[config.mk]
export PLATFORM = sky130hd
export DESIGN_NAME = tm_pingpong_writer
export DESIGN_NICKNAME = d
export VERILOG_FILES = /design/src/rtl/tm_pingpong_writer.sv
export SDC_FILE = /design/constraint.sdc
export NUM_CORES = 1
export LEC_CHECK = 0
export BUFFER_PORTS_ARGS = -buffer_cell sky130_fd_sc_hd__buf_2
export CAP_MARGIN = 20
export CORE_ASPECT_RATIO = 0.5
export CORE_MARGIN = 5
export CORE_UTILIZATION = 50
export CTS_CLUSTER_DIAMETER = 40
export DETAILED_ROUTE_END_ITERATION = 12
export PLACE_DENSITY = 0.8
export SLEW_MARGIN = 10
export SYNTH_ARGS = -nofsm -noshare
export SYNTH_HDL_FRONTEND = slang
export SYNTH_SLANG_ARGS = --single-unit
[constraint.sdc]
create_clock -name ClkI_Dec2 -period 3.25 [get_ports ClkI_Dec2]
set_clock_uncertainty 0.2 [all_clocks]
set_input_delay 0.65 -clock ClkI_Dec2 [delete_from_list [all_inputs] [get_ports ClkI_Dec2]]
set_output_delay 0.65 -clock ClkI_Dec2 [all_outputs]
set_load 0.05 [all_outputs]
[src/rtl/tm_pingpong_writer.sv]
// tm_pingpong_writer
// Upstream producer for the TM frame reader. Takes a CPU byte stream and writes whole
// frames into a ping-pong dual-port RAM (bank A at 0, bank B at BANK_B_BASE). A bank is
// handed to the reader by raising its Flag_x_Tx; the reader hands it back with a rising
// edge on Flag_x_Tx_Finish.
// Optional feature macro: TM_FRAME_SEQ_EN -- the writer inserts an 8-bit frame sequence
// number at offset 0 of every frame. The CPU then supplies only FRAME_LEN-1 bytes.
module tm_pingpong_writer #(
  parameter int FRAME_LEN   = 223,
  parameter int BANK_B_BASE = 512,
  parameter int DROP_W      = 16
) (
  input  logic              ClkI_Dec2,
  input  logic              Rst,
  input  logic              Frame_Start,
  input  logic              Wr_En,
  input  logic [7:0]        Wr_Data,
  input  logic              Flag_A_Tx_Finish,
  input  logic              Flag_B_Tx_Finish,
  output logic              Wr_Ready,
  output logic              USER_WEN_TRP1,
  output logic [9:0]        USER_WA_TRP1,
  output logic [7:0]        USER_WD_TRP1,
  output logic              Flag_A_Tx,
  output logic              Flag_B_Tx,
  output logic              pending,
  output logic [DROP_W-1:0] Drop_Count
);

`ifdef TM_FRAME_SEQ_EN
  localparam bit SeqEn = 1'b1;
`else
  localparam bit SeqEn = 1'b0;
`endif

  localparam int ADDR_W = 10;
  localparam int OFF_W  = $clog2(FRAME_LEN);

  // CPU data starts at offset 1 when offset 0 is reserved for the sequence byte.
  localparam logic [OFF_W-1:0]  FirstOff = OFF_W'(SeqEn ? 1 : 0);
  localparam logic [OFF_W-1:0]  OffOne   = OFF_W'(1);
  localparam logic [OFF_W-1:0]  LastOff  = OFF_W'(FRAME_LEN - 1);
  localparam logic [ADDR_W-1:0] BaseB    = ADDR_W'(BANK_B_BASE);

  typedef enum logic [1:0] {
    IDLE   = 2'd0,
    FILL   = 2'd1,
    COMMIT = 2'd2
  } state_t;

  state_t              state_q, state_d;
  logic [OFF_W-1:0]    offset_q, offset_d;
  logic                bankSel_q, bankSel_d;
  logic                nextBank_q, nextBank_d;
  logic                flagA_q, flagA_d;
  logic                flagB_q, flagB_d;
  logic                setA_q, setA_d;
  logic                setB_q, setB_d;
  logic                finDlyA_q, finDlyB_q;
  logic [7:0]          seq_q, seq_d;
  logic                wen_q, wen_d;
  logic [ADDR_W-1:0]   wa_q, wa_d;
  logic [7:0]          wd_q, wd_d;
  logic                ready_q, ready_d;
  logic [DROP_W-1:0]   drop_q, drop_d;

  logic                finEdgeA, finEdgeB;
  logic                freeA, freeB;
  logic                pickB;
  logic [OFF_W-1:0]    dropInc;
  logic [DROP_W:0]     dropSum;

  // RAM address of a byte: bank base plus in-frame offset. Offsets stay below FRAME_LEN,
  // so a frame never spills into the other bank.
  function automatic logic [ADDR_W-1:0] addrOf(input logic bankB, input logic [OFF_W-1:0] off);
    logic [ADDR_W-1:0] base;
    base = bankB ? BaseB : '0;
    return base + {{(ADDR_W-OFF_W){1'b0}}, off};
  endfunction

  // A bank is busy while the reader owns it or while its flag is about to be raised.
  assign finEdgeA = Flag_A_Tx_Finish & ~finDlyA_q;
  assign finEdgeB = Flag_B_Tx_Finish & ~finDlyB_q;
  assign freeA    = ~(flagA_q | setA_q);
  assign freeB    = ~(flagB_q | setB_q);

  // Next-state logic: frame fill FSM, RAM write port, bank flags and drop accounting.
  always_comb begin
    state_d    = state_q;
    offset_d   = offset_q;
    bankSel_d  = bankSel_q;
    nextBank_d = nextBank_q;
    flagA_d    = flagA_q;
    flagB_d    = flagB_q;
    setA_d     = 1'b0;
    setB_d     = 1'b0;
    seq_d      = seq_q;
    wen_d      = 1'b0;
    wa_d       = wa_q;
    wd_d       = wd_q;
    dropInc    = '0;
    pickB      = 1'b0;

    case (state_q)
      IDLE: begin
        if (Wr_En) begin
          if (Frame_Start && (freeA || freeB)) begin
            pickB     = (freeA && freeB) ? nextBank_q : freeB;
            bankSel_d = pickB;
            wen_d     = 1'b1;
            wa_d      = addrOf(pickB, FirstOff);
            wd_d      = Wr_Data;
            offset_d  = FirstOff + OffOne;
            state_d   = FILL;
          end else begin
            dropInc = OffOne;
          end
        end
      end

      FILL: begin
        if (Wr_En) begin
          wen_d = 1'b1;
          wd_d  = Wr_Data;
          if (Frame_Start) begin
            // Restart in the same bank; count the CPU bytes of the abandoned frame.
            dropInc  = offset_q - FirstOff;
            wa_d     = addrOf(bankSel_q, FirstOff);
            offset_d = FirstOff + OffOne;
          end else begin
            wa_d = addrOf(bankSel_q, offset_q);
            if (offset_q == LastOff) begin
              offset_d = '0;
              state_d  = COMMIT;
            end else begin
              offset_d = offset_q + OffOne;
            end
          end
        end
      end

      COMMIT: begin
        if (Wr_En) begin
          dropInc = OffOne;
        end
        state_d    = IDLE;
        nextBank_d = ~nextBank_q;
        if (SeqEn) begin
          // Sequence byte goes out now; the flag follows one cycle after this write.
          wen_d  = 1'b1;
          wa_d   = addrOf(bankSel_q, '0);
          wd_d   = seq_q;
          seq_d  = seq_q + 8'd1;
          setA_d = ~bankSel_q;
          setB_d = bankSel_q;
        end else if (bankSel_q) begin
          flagB_d = 1'b1;
        end else begin
          flagA_d = 1'b1;
        end
      end

      default: state_d = IDLE;
    endcase

    if (setA_q) flagA_d = 1'b1;
    if (setB_q) flagB_d = 1'b1;
    if (finEdgeA && flagA_q) flagA_d = 1'b0;
    if (finEdgeB && flagB_q) flagB_d = 1'b0;

    dropSum = {1'b0, drop_q} + {{(DROP_W+1-OFF_W){1'b0}}, dropInc};
    drop_d  = dropSum[DROP_W] ? '1 : dropSum[DROP_W-1:0];

    ready_d = (state_d == FILL) |
              ((state_d == IDLE) & (~(flagA_d | setA_d) | ~(flagB_d | setB_d)));
  end

  // State and output registers; reset discards any partial frame and frees both banks.
  always_ff @(posedge ClkI_Dec2 or posedge Rst) begin
    if (Rst) begin
      state_q    <= IDLE;
      offset_q   <= '0;
      bankSel_q  <= 1'b0;
      nextBank_q <= 1'b0;
      flagA_q    <= 1'b0;
      flagB_q    <= 1'b0;
      setA_q     <= 1'b0;
      setB_q     <= 1'b0;
      finDlyA_q  <= 1'b0;
      finDlyB_q  <= 1'b0;
      seq_q      <= '0;
      wen_q      <= 1'b0;
      wa_q       <= '0;
      wd_q       <= '0;
      ready_q    <= 1'b0;
      drop_q     <= '0;
    end else begin
      state_q    <= state_d;
      offset_q   <= offset_d;
      bankSel_q  <= bankSel_d;
      nextBank_q <= nextBank_d;
      flagA_q    <= flagA_d;
      flagB_q    <= flagB_d;
      setA_q     <= setA_d;
      setB_q     <= setB_d;
      finDlyA_q  <= Flag_A_Tx_Finish;
      finDlyB_q  <= Flag_B_Tx_Finish;
      seq_q      <= seq_d;
      wen_q      <= wen_d;
      wa_q       <= wa_d;
      wd_q       <= wd_d;
      ready_q    <= ready_d;
      drop_q     <= drop_d;
    end
  end

  assign Wr_Ready      = ready_q;
  assign USER_WEN_TRP1 = wen_q;
  assign USER_WA_TRP1  = wa_q;
  assign USER_WD_TRP1  = wd_q;
  assign Flag_A_Tx     = flagA_q;
  assign Flag_B_Tx     = flagB_q;
  assign pending       = flagA_q | flagB_q;
  assign Drop_Count    = drop_q;

endmodule
Yosys cells after proc, flatten, opt, wreduce, memory -nomap -nowiden
Index checks and enable logic that the tools add are counted.
Widths: inputs -> output; s select.
{ "word_totals": {"out_inout_bits": 39, "wordCells": 87, "reg_bits": 52, "input_bits": 14} }
{ "classes": {"n_reduce_logical": 10, "bitwise": 13, "n_addsub": 3, "muxes": 41, "eq_ne": 7} }
{ "ops": {"columns": ["cell", "n"], "rows": [
  ["$mux 8", 10],
  ["$mux 10", 6],
  ["$pmux 8 s2", 2],
  ["$pmux 8 s3", 1],
  ["$pmux 10 s2", 1],
  ["$add 16x8->17", 1],
  ["$mux 16", 1],
  ["$mux 1", 13],
  ["$add 10x8->10", 1],
  ["$mux 2", 5],
  ["$add 8x1->8 const B", 1],
  ["$eq 8x8->1 const B", 1],
  ["$not 1->1", 7],
  ["$ne 2x2->1 const B", 3],
  ["$eq 2x1->1 const B", 2],
  ["$logic_and 1x1->1", 4],
  ["$logic_not 2->1", 2],
  ["$pmux 2 s2", 1],
  ["$reduce_and 4->1", 1],
  ["$and 1x1->1", 3],
  ["$or 1x1->1", 3],
  ["$reduce_and 3->1", 1],
  ["$eq 2x2->1 const B", 1],
  ["$pmux 1 s2", 1],
  ["other kinds (2)", 2]
]} }

Longest topological paths before layout
Gate-level depths: netlist of the first run.
{ "logic_depth": {"ltp_word": 9, "ltp_mapped": 13, "ltp_nobuf": 12} }

Worst setup path after synthesis of the first run
No wires, ideal clock.
{ "synth_path": {"path_type": "flip-flop to flip-flop", "startpoint": "register flagA_q, in the netlist Flag_A_Tx", "endpoint": "register drop_q[13], in the netlist Drop_Count[13]", "path_buffers": 1, "setup_ps": 125, "path_stages_with_launch": 13, "required_ps": 2925, "path_slack_ps": 96, "period_less_slack_ps": 3154, "t_arrival_ps": 2829, "path_cell_list": "dfrtp_1 > a21bo_2 > nor2_1 > o21ai_0 > and2_1 > ha_1 > fa_1 > a211oi_2 > o21ai_2 > o2111ai_2 > buf_6 > nand2_1 > mux2_4"} }
{ "synth_via": {"elab_chain_len": 8} }
{ "synth_rtl": {"columns": ["element", "line", "source"], "rows": [
  ["start, declared", "55", "logic flagA_q, flagA_d;"],
  ["start signal, assigned", "202", "flagA_q <= flagA_d;"],
  ["$not 1->1", "84", "assign freeA = ~(flagA_q | setA_q);"],
  ["$logic_or 1x1->1", "107", "if (Frame_Start && (freeA || freeB)) begin"],
  ["$logic_and 1x1->1", "107", null],
  ["$mux 1", "107", null],
  ["$mux 1", "106", "if (Wr_En) begin"],
  ["$pmux 8 s3", "104", "case (state_q)"],
  ["$add 16x8->17", "171", "dropSum = {1'b0, drop_q} + {{(DROP_W+1-OFF_W){1'b0}}, dropInc};"],
  ["$mux 16", "172", "drop_d = dropSum[DROP_W] ? '1 : dropSum[DROP_W-1:0];"],
  ["named net drop_d[13]", "65", "logic [DROP_W-1:0] drop_q, drop_d;"],
  ["end signal, assigned", "213", "drop_q <= drop_d;"],
  ["end, declared", "65", null]
]} }
The timed path passes the listed nets, and every way through them passes these cells.
A chain may end at the register's enable or synchronous reset.

Worst setup path in the final report of the first run
{ "layout_path": {"startpoint": "register flagB_q, in the netlist Flag_B_Tx", "endpoint": "register drop_q[14], in the netlist Drop_Count[14]"} }
{ "layout_via": {"elab_chain_len": 8} }
{ "layout_rtl": {"columns": ["element", "line", "source"], "rows": [
  ["start, declared", "56", "logic flagB_q, flagB_d;"],
  ["start signal, assigned", "203", "flagB_q <= flagB_d;"],
  ["$not 1->1", "85", "assign freeB = ~(flagB_q | setB_q);"],
  ["$logic_or 1x1->1", "107", null],
  ["$logic_and 1x1->1", "107", null],
  ["$mux 1", "107", null],
  ["$mux 1", "106", null],
  ["$pmux 8 s3", "104", null],
  ["$add 16x8->17", "171", null],
  ["$mux 16", "172", null],
  ["named net drop_d[14]", "65", null]
]} }
The timed path passes the listed nets, and every way through them passes these cells.

==> results.md, run 1 <==
* Per-cell routed wire length at 13.90 µm
* Register clock-pin slew on the reported worst setup and hold paths at 0.09 ns
* Fin. Hold Viols at 0
* Max Clock Freq at 0.3268 GHz
* Remaining Overflow, GRT at 0
* Synthesized flop and latch total at 51
* Skew-Pair Late Insertion Delay at 0.31 ns
* Slew HR at 0.5925
* Die Height at 61.35 µm
* Fillers at 438
* Mapped Avg Cell Area at 9.449 µm²
* Floorplan row count at 18
* Number of global-route vias before repair at 2067
* WP data required at 3.24 ns
* Clk root buf: clkbuf_8
* Unrepaired setup endpoints after global routing: no
* MaxCap Viol Count at 0
* Critical path arrival at 3.05 ns
* Routed WL at 5.658 mm
* Worst-path cell chain: a21bo_2 > nor2_1 > o21ai_0 > and2_1 > ha_1 > fa_1 > a211oi_2 > o21ai_2 > o21ai_1 > nor2_1 > mux2_2
* Setup crit end kind: flop
* Vias post-DR at 2125
* Cells after synthesis at 279
* Pre-CTS WS at -0.05953 ns
* Post-CTS setup buffers at 0
* DRC Markers at 0
* Worst path most repeated cell: nor2_1
* Die area at 6913 µm²
* Final core occ at 0.6121
* Reg2Reg Setup Slack at 0.19 ns
* Die X at 112.7 µm
* Worst path top cell family by delay: compound AO/OA/AOI/OAI gates
* IO Count at 53
* Synthesis-to-layout area growth at 16.61%
* Static Leak at 1.549 nW
* 1st-iter DRT viols at 94
* Core area at 5022 µm²
* Clock sinks at 51
* H-tree Lvls at 2
* CTS resizes at 0
* First-pass GRT wire length at 9.301 mm
* Most common cell after layout, fill and taps aside: nand2_1
* Tcrit/Tclk final at 0.9415
* Initial antenna violation count at 0
* Sequential area share after synthesis at 0.4841
* VDD IR max at 266.3 µV
* Critical Path Fanout Max at 8
* Total GRT Usage at 0.1695
* Final ANT Viol Nets at 0
* CTS Hold Bufs at 0
* Post-Syn Nets at 304
* CTS Buf Count at 5
* Power Density at 581.6 nW/µm²
* Crit Path Class: flop to flop
* Diodes inserted at 0
* Largest net degree at the start of global routing at 31
* Final net count at 361
* Crit path buf inv count at 0
* Worst Tran Pin Value at 0.6104 ns
* Layout cells sized above 1 at 0.2611
* Most frequent cells in the layout: 64 x nand2_1, 51 x dfrtp_1, 51 x buf_2
* PortBufs at 51
* Via density at 5.221
* Cell variety after synth at 47
* Critical path launch point type: flop
* Clock Path Buffers at 2
* TritonCTS clock tree: built
* Reg area at 1276 µm²
* Setup-failing EPs final at 0
* Routability cong. at 0.9079
* Netlist Area Pre-Place at 2636 µm²
* Crit path largest cell delay at 0.47 ns
* Reg2reg start: Flag_B_Tx
* Multi-input gate area at 1277 µm²
* Starting Density at 0.5249
* First drt pass iteration count at 5
* Hold Path Class: input port to asynchronous set/reset pin
* Worst Setup SP: Flag_B_Tx
* Worst path slowest cell: dfrtp_1
* Worst setup margin at 0.1900 ns
* Post-DP HPWL at 4.295 mm
* Tmin final at 3.060 ns
* Max Slew Vio Count at 0
* Warnings from Yosys at 0
* Status: complete, no violations
## synth_stat cells (all sizes together)
| cell | n | share of area |
|---|---|---|
| nand2 | 64 | 0.091 |
| clkinv | 1 | 0.0014 |
| o2111ai | 4 | 0.018 |
| buf | 7 | 0.017 |
| and4 | 1 | 0.0033 |
| nor2b | 4 | 0.0095 |
| a211oi | 4 | 0.015 |
| nand3 | 10 | 0.019 |
| mux2i | 2 | 0.0076 |
| a21oi | 12 | 0.026 |
| ha | 10 | 0.047 |
| xor2 | 6 | 0.020 |
| inv | 9 | 0.013 |
| a21boi | 1 | 0.0043 |
| nor2 | 24 | 0.036 |
| o211ai | 1 | 0.0028 |
| nand2b | 6 | 0.014 |
| a21bo | 1 | 0.0038 |
| nor3 | 4 | 0.011 |
| mux2 | 6 | 0.027 |
| a21o | 2 | 0.0057 |
| a31oi | 3 | 0.0071 |
| o21a | 1 | 0.0028 |
| xnor2 | 6 | 0.020 |
| and2 | 8 | 0.019 |
| nand3b | 1 | 0.0028 |
| o221a | 1 | 0.0043 |
| o21ai | 17 | 0.034 |
| clkbuf | 1 | 0.0019 |
| or2 | 1 | 0.0024 |
| nand4b | 1 | 0.0033 |
| conb | 1 | 0.0014 |
| and3 | 4 | 0.0095 |
| nand4 | 3 | 0.0071 |
| fa | 1 | 0.0076 |
| dfrtp | 51 | 0.48 |
## cell families (layout without fill, tap and decap cells)
kind of cell | Yosys count | in the layout | synth area share
muxes | 8 | 8 | 0.03464
AOI/OAI and AO/OA | 47 | 47 | 0.1234
adders and majority gates | 11 | 11 | 0.05505
xor gates and xnor gates | 12 | 12 | 0.03987
other | 1 | 1 | 0.001422
DFF | 51 | 51 | 0.4841
buffers and inverters | 18 | 76 | 0.03274
and+or+nand+nor | 131 | 131 | 0.2288
## worst reg2reg max path, stage by stage, from the launching register on
cell	delay, ns
dfrtp_1	0.47
a21bo_2	0.22
nor2_1	0.10
o21ai_0	0.08
and2_1	0.18
ha_1	0.21
fa_1	0.44
a211oi_2	0.30
o21ai_2	0.12
o21ai_1	0.25
nor2_1	0.09
mux2_2	0.28
## per-layer routing
metal	track usage	vias up	part of all wire
met2	0.3089	46	0.50
met1	0.2094	1020	0.45
met5	0	-	0
met3	0.03631	4	0.044
li1	-	1055	-
met4	0.05137	0	0.0072
## worst paths after layout
kind,to,cells after the start
setup / recovery,Drop_Count[14],11
hold / removal,USER_WA_TRP1[9],2
setup reg to reg,Drop_Count[14],11
hold reg to reg,USER_WA_TRP1[1],2
max in group asynchronous,USER_WD_TRP1[4],3
min in group ClkI_Dec2,finDlyB_q,1
## metrics by stage
stage	total power, W	TNS [ns]	cells	instance area (µm²)	hold WS (ns)
floorplan	0.001285	0	279	2636	0.2468
global placement	0.001425	0	399	2987	0.2491
detailed placement	0.001442	-0.1513	399	2987	0.2545
CTS	0.001810	0	407	3074	0.2252
global route	0.001891	0	407	3074	0.2356
finish	0.001788	0	407	3074	0.2065
## layout make-up
cell class | count | area share
tap | 70 | 0.02849
timing repair buffer | 58 | 0.1001
inverter | 10 | 0.01221
clock inverter | 3 | 0.006105
multi-input combinational | 210 | 0.4155
clock buffer | 5 | 0.02239
sequential | 51 | 0.4151
## flip-flops by register name, indices dropped and copies added, names as in the netlist
signal	cells
Wr_Ready	1
USER_WD_TRP1	8
Flag_B_Tx	1
USER_WEN_TRP1	1
Drop_Count	16
nextBank_q	1
finDlyA_q	1
bankSel_q	1
USER_WA_TRP1	9
finDlyB_q	1
state_q	2
offset_q	8
Flag_A_Tx	1
## power by group
group	internal, W	leakage (nW)	total [W]	switching, W
clock network	0.000152	0.0483	0.000364	0.000212
registers	0.000719	0.643	0.000796	0.0000768
logic	0.000172	0.858	0.000628	0.000456
No activity file was read; power rests on OpenSTA's default activity.
==> run 2: changes to the inputs <==
--- a/config.mk
+++ b/config.mk
@@ -12,7 +12,7 @@
 export CORE_UTILIZATION = 50
 export CTS_CLUSTER_DIAMETER = 40
 export DETAILED_ROUTE_END_ITERATION = 12
-export PLACE_DENSITY = 0.8
+export PLACE_DENSITY = 0.84
 export SLEW_MARGIN = 10
 export SYNTH_ARGS = -nofsm -noshare
 export SYNTH_HDL_FRONTEND = slang
==> run 2 against run 1 <==
Register-to-register slack improved by 0.06 ns. Largest cell class unchanged. Fmax increased by 1.6%. Global-route usage down 0.13 points. Hold slack lost 0.14 ns. Critical path depth up 1.
==> results.md, run 2 (synthesis gave the netlist of run 1 again) <==
* Final ANT Viol Nets at 0 (unchanged)
* Max Slew Vio Count at 0 (unchanged)
* Floorplan row count at 18 (unchanged)
* Status: complete, no violations
* Placed cells at 398 (-0.25%)
* CP Capture Point: Drop_Count[7]
* H-tree Lvls at 2 (unchanged)
* Fin. Hold Viols at 0 (unchanged)
* Die area at 6913 µm² (unchanged)
* 1st-iter DRT viols at 84 (-11%)
* Reg area at 1276 µm² (unchanged)
* Core area at 5022 µm² (unchanged)
* TritonCTS clock tree: built
* Total GRT Usage at 0.1681 (-0.001317)
* Setup crit end kind: flop
* Crit Path Class: input port to flop
* Crit path largest cell delay at 0.45 ns (-0.02 ns)
* Post-DP HPWL at 4.289 mm (-0.13%)
* Per-cell routed wire length at 14.14 µm (+1.7%)
* PortBufs at 51 (unchanged)
* Clk root buf: clkbuf_8
* Remaining Overflow, GRT at 0 (unchanged)
* Die Height at 61.35 µm (unchanged)
* Worst path slowest cell: fa_1
* Vias post-DR at 2162 (+1.7%)
* Number of global-route vias before repair at 2117 (+2.4%)
* Register clock-pin slew on the reported worst setup and hold paths at 0.10 ns (about the same)
* Power Density at 606.3 nW/µm² (+4.2%)
* Final net count at 361 (unchanged)
* First-pass GRT wire length at 9.397 mm (+1.0%)
* Worst-path cell chain: buf_2 > a21bo_2 > nor2_1 > o21ai_0 > and2_1 > ha_1 > fa_1 > a211oi_2 > o21ai_2 > o2111ai_2 > buf_4 > o2111ai_1
* Skew-Pair Late Insertion Delay at 0.30 ns (about the same)
* Largest net degree at the start of global routing at 52 (+68%)
* Critical path launch point type: input port
* MaxCap Viol Count at 0 (unchanged)
* Reg2Reg Setup Slack at 0.25 ns (+0.06 ns)
* Setup-failing EPs final at 0 (unchanged)
* IO Count at 53 (unchanged)
* Hold Path Class: input port to asynchronous set/reset pin
* Multi-input gate area at 1281 µm² (+0.29%)
* Tmin final at 3.013 ns (-0.04718 ns)
* Fillers at 396 (-9.6%)
* Initial antenna violation count at 0 (unchanged)
* Clock Path Buffers at 2 (unchanged)
* Synthesis-to-layout area growth at 18.27%
* Reg2reg start: state_q[0]
* Worst Tran Pin Value at 0.5050 ns (-0.1054 ns)
* Crit Reg-Reg Endpoint: Drop_Count[7]
* Die X at 112.7 µm (unchanged)
* First drt pass iteration count at 4 (-1)
* Unrepaired setup endpoints after global routing: no
* Critical Path Fanout Max at 9 (+1)
* WP data required at 3.21 ns (-0.03 ns)
* Routability cong. at 0.8181 (-9.9%)
* Most common cell after layout, fill and taps aside: nand2_1
* Worst Setup SP: Frame_Start
* Critical path arrival at 2.98 ns (-0.07 ns)
* Slew HR at 0.6612 (+0.06877)
* Overall power at 0.001890 W (+5.7%)
* VDD IR max at 280.0 µV (+5.2%)
* CTS Buf Count at 5 (unchanged)
* Routed WL at 5.753 mm (+1.7%)
* Max reg flops at 16 (unchanged)
* Post-CTS setup buffers at 0 (unchanged)
* DRC Markers at 0 (unchanged)
* Static Leak at 1.560 nW (+0.71%)
* Clock sinks at 51 (unchanged)
* Layout cells sized above 1 at 0.2641 (+0.002967)
* Non-Filler Instances at 407 (unchanged)
* TNS Setup at 0 ns (unchanged)
* Via density at 5.312 (+1.7%)
* Tcrit/Tclk final at 0.9270 (-0.01452)
* Diodes inserted at 0 (unchanged)
* Most frequent cells in the layout: 64 x nand2_1, 51 x dfrtp_1, 51 x buf_2
* Starting Density at 0.5249 (unchanged)
* Max Clock Freq at 0.3319 GHz (+1.6%)
* Worst r2r path cells at 12 (+1)
run 2: cell types whose count changed in the layout (fill, tap and decap cells not counted), sizes merged:
cell,previous run,this run
bufinv,0,1
clkinv,3,1
clkinvlp,0,1
run 2: cell type report:
| cell class | count | share of cell area |
|---|---|---|
| Clock buffer | 5 | 0.02207 |
| Clock inverter | 3 | 0.01485 |
| Inverter | 10 | 0.01204 |
| Multi-Input combinational cell | 210 | 0.4109 |
| Sequential cell | 51 | 0.4093 |
| Tap cell | 70 | 0.02809 |
| Timing Repair Buffer | 58 | 0.1027 |
run 2: power by group:
part | switching (W) | internal [W] | total (W) | leakage, nW
sequential | 0.0000707 | 0.000719 | 0.000789 | 0.643
clock | 0.000223 | 0.000232 | 0.000455 | 0.0548
combinational | 0.000468 | 0.000178 | 0.000646 | 0.863
run 2: how the worst min path moves through the flow:
stage               slack [ns]  cells after the start              from              end
floorplan                 0.25                      1        nextBank_q       nextBank_q
global placement          0.25                      2   USER_WA_TRP1[0]  USER_WA_TRP1[0]
detailed placement        0.26                      2   USER_WA_TRP1[0]  USER_WA_TRP1[0]
CTS                       0.26                      1  Flag_B_Tx_Finish        finDlyB_q
global route              0.08                      2               Rst    Drop_Count[8]
finish                    0.07                      2               Rst  USER_WA_TRP1[6]
run 2: through the flow:
stage | utilization | worst slack, ns | hold slack, ns | cell area [µm²]
floorplan | - | 0.09556 | 0.2468 | 2636
finish | 0.6208 | 0.2372 | 0.06844 | 3118
global route | 0.6208 | 0.04103 | 0.08447 | 3118
CTS | 0.6161 | 0.1935 | 0.2627 | 3094
detailed placement | 0.5932 | -0.1178 | 0.2552 | 2979
global placement | 0.5932 | -0.01526 | 0.2494 | 2979
run 2: worst max-delay path, delay by kind of cell:
family	cells	cell delay, ns
AO/OA/AOI/OAI	6	1.07
adder cells (fa/ha/maj)	2	0.65
AND/OR/NAND/NOR	2	0.30
buffers and inverters	2	0.30
run 2: routing by layer:
| metal | track usage | wire, µm | share of wire |
|---|---|---|---|
| met5 | 0 | 0 | 0 |
| met4 | 0.04452 | 42 | 0.0073 |
| met3 | 0.03729 | 273 | 0.047 |
| met2 | 0.3241 | 3051 | 0.53 |
| met1 | 0.1965 | 2385 | 0.41 |
run 2: repair_timing:
| item | in CTS | in global routing |
|---|---|---|
| resized for setup | 0 | 1 |
| setup endpoints to repair | 0 | 2 |
| endpoints found under the hold margin | 0 | 0 |
| hold buffers | 0 | 0 |
==> run 3: changes to the inputs <==
--- a/config.mk
+++ b/config.mk
@@ -12,7 +12,7 @@
 export CORE_UTILIZATION = 50
 export CTS_CLUSTER_DIAMETER = 40
 export DETAILED_ROUTE_END_ITERATION = 12
-export PLACE_DENSITY = 0.84
+export PLACE_DENSITY_LB_ADDON = 0.1
 export SLEW_MARGIN = 10
 export SYNTH_ARGS = -nofsm -noshare
 export SYNTH_HDL_FRONTEND = slang
==> run 3 against run 2 <==
Non-clock buffer count is 2 higher. Hold slack better by 0.12 ns. Wire length is 2.7% lower. First-iteration DRC count is 63% higher. Final cell count is 0.49% higher. Power is 4.0% lower. Combinational power is 1% lower. Critical path type is now flop to flop.
==> results.md, run 3 (synthesis gave the netlist of run 1 again) <==
* MaxCap Viol Count at 0 (unchanged)
* Slew HR at 0.6124 (-0.04883)
* Number of global-route vias before repair at 2059 (-2.7%)
* Post-DP HPWL at 4.160 mm (-3.0%)
* Static Leak at 1.560 nW (about the same)
* Status: complete, no violations
* Multi-input gate area at 1277 µm² (-0.29%)
* First-pass GRT wire length at 9.749 mm (+3.7%)
* Clock sinks at 51 (unchanged)
* Critical Path Fanout Max at 5 (-4)
* Clock Path Buffers at 2 (unchanged)
* Routed WL at 5.596 mm (-2.7%)
* Most common cell after layout, fill and taps aside: nand2_1
* Starting Density at 0.5249 (unchanged)
* Vias post-DR at 2154 (-0.37%)
* Fin. Hold Viols at 0 (unchanged)
* Most frequent cells in the layout: 64 x nand2_1, 51 x dfrtp_1, 51 x buf_2
* DRC Markers at 0 (unchanged)
* Per-cell routed wire length at 13.68 µm (-3.2%)
* Unrepaired setup endpoints after global routing: no
* VDD IR max at 334.1 µV (+19%)
* WP data required at 3.25 ns (+0.04 ns)
* Critical path arrival at 3.00 ns (+0.02 ns)
* Register clock-pin slew on the reported worst setup and hold paths at 0.10 ns (about the same)
* Die X at 112.7 µm (unchanged)
* Die area at 6913 µm² (unchanged)
* Post-CTS setup buffers at 0 (unchanged)
* Skew-Pair Late Insertion Delay at 0.31 ns (about the same)
* H-tree Lvls at 2 (unchanged)
* Setup crit end kind: flop
* CTS Buf Count at 5 (unchanged)
* Via density at 5.267 (-0.86%)
* Worst Tran Pin Value at 0.5805 ns (+0.07552 ns)
* Fillers at 452 (+14%)
* Max Clock Freq at 0.3338 GHz (+0.56%)
* CTS Hold Bufs at 0 (unchanged)
* Largest net degree at the start of global routing at 29 (-44%)
* PortBufs at 51 (unchanged)
* Tcrit/Tclk final at 0.9219 (-0.005147)
* Final ANT Viol Nets at 0 (unchanged)
* Core area at 5022 µm² (unchanged)
* Critical path launch point type: flop
* Hold Path Class: input port to asynchronous set/reset pin
* Final Hold Slack at 0.1848 ns (+0.1163 ns)
* Layout cells sized above 1 at 0.2625 (-0.001558)
* Remaining Overflow, GRT at 0 (unchanged)
* Crit Path Class: flop to flop
* Reg area at 1276 µm² (unchanged)
* Initial antenna violation count at 0 (unchanged)
* Routability cong. at 0.8470 (+3.5%)
* Worst setup margin at 0.2540 ns (+0.01673 ns)
* Die Height at 61.35 µm (unchanged)
* Synthesis-to-layout area growth at 17.47%
* Pre-CTS WS at -0.04807 ns (+0.06970 ns)
* Clk root buf: clkbuf_8
* 1st-iter DRT viols at 137 (+63%)
* Power Density at 586.1 nW/µm² (-3.3%)
* Total GRT Usage at 0.1773 (+0.009126)
* CTS resizes at 0 (unchanged)
* Max reg flops at 16 (unchanged)
* Diodes inserted at 0 (unchanged)
* Setup-failing EPs final at 0 (unchanged)
* Tmin final at 2.996 ns (-0.01673 ns)
* First drt pass iteration count at 4 (unchanged)
* Floorplan row count at 18 (unchanged)
* IO Count at 53 (unchanged)
* Final net count at 363 (+0.55%)
* TritonCTS clock tree: built
* Max Slew Vio Count at 0 (unchanged)
## run 3: final timing paths
path	startpoint	to	slack [ns]	cells past startpoint
worst max-delay path	state_q[0]	Drop_Count[14]	0.25	12
worst min-delay path	Rst	Drop_Count[15]	0.18	2
worst max register to register	state_q[0]	Drop_Count[14]	0.25	12
worst min register to register	USER_WA_TRP1[1]	USER_WA_TRP1[1]	0.27	2
max in group asynchronous	Rst	USER_WD_TRP1[0]	1.92	3
min in group ClkI_Dec2	Flag_B_Tx_Finish	finDlyB_q	0.26	1
## run 3: area by class of cell
cell class                 count  area share
multi-input combinational    210      0.4125
clock inverter                 1    0.002828
tap                           70     0.02828
clock buffer                   7     0.02788
sequential                    51      0.4121
inverter                      10     0.01212
timing repair buffer          60      0.1042
## run 3: routing by layer
metal / track usage / vias to the layer above / part of all wire
met5: 0 / - / 0
met4: 0.03596 / 0 / 0.0048
met3: 0.04416 / 5 / 0.059
met2: 0.3022 / 60 / 0.46
met1: 0.2372 / 1035 / 0.48
li1: - / 1054 / -
## run 3: where the power goes
group,internal (W),total [W],switching (W)
registers,0.000719,0.000790,0.0000716
clock network,0.000175,0.000387,0.000212
logic,0.000179,0.000638,0.000459
total,0.00107,0.00181,0.000742
## run 3: worst max-delay path, cell delays in order (launching register included)
cell and delay (ns):
dfrtp_1 0.43, inv_1 0.14, nor2_1 0.10, nand3_1 0.09, o21ai_0 0.06, and2_1 0.18
ha_1 0.21, fa_1 0.45, a211oi_2 0.27, o21ai_2 0.11, o21ai_1 0.27, nor2_1 0.10
mux2_2 0.28
## run 3: per-stage QoR
| stage | instances | total power (W) | TNS, ns | util | instance area [µm²] |
|---|---|---|---|---|---|
| 2_1_floorplan | 279 | 0.001285 | 0 | - | 2636 |
| 3_3_place_gp | 401 | 0.001436 | 0 | 0.5977 | 3002 |
| 3_5_place_dp | 401 | 0.001442 | -0.09141 | 0.5977 | 3002 |
| 4_1_cts | 409 | 0.001835 | 0 | 0.6166 | 3097 |
| 5_1_grt | 409 | 0.001930 | 0 | 0.6166 | 3097 |
| 6_report | 409 | 0.001815 | 0 | 0.6166 | 3097 |
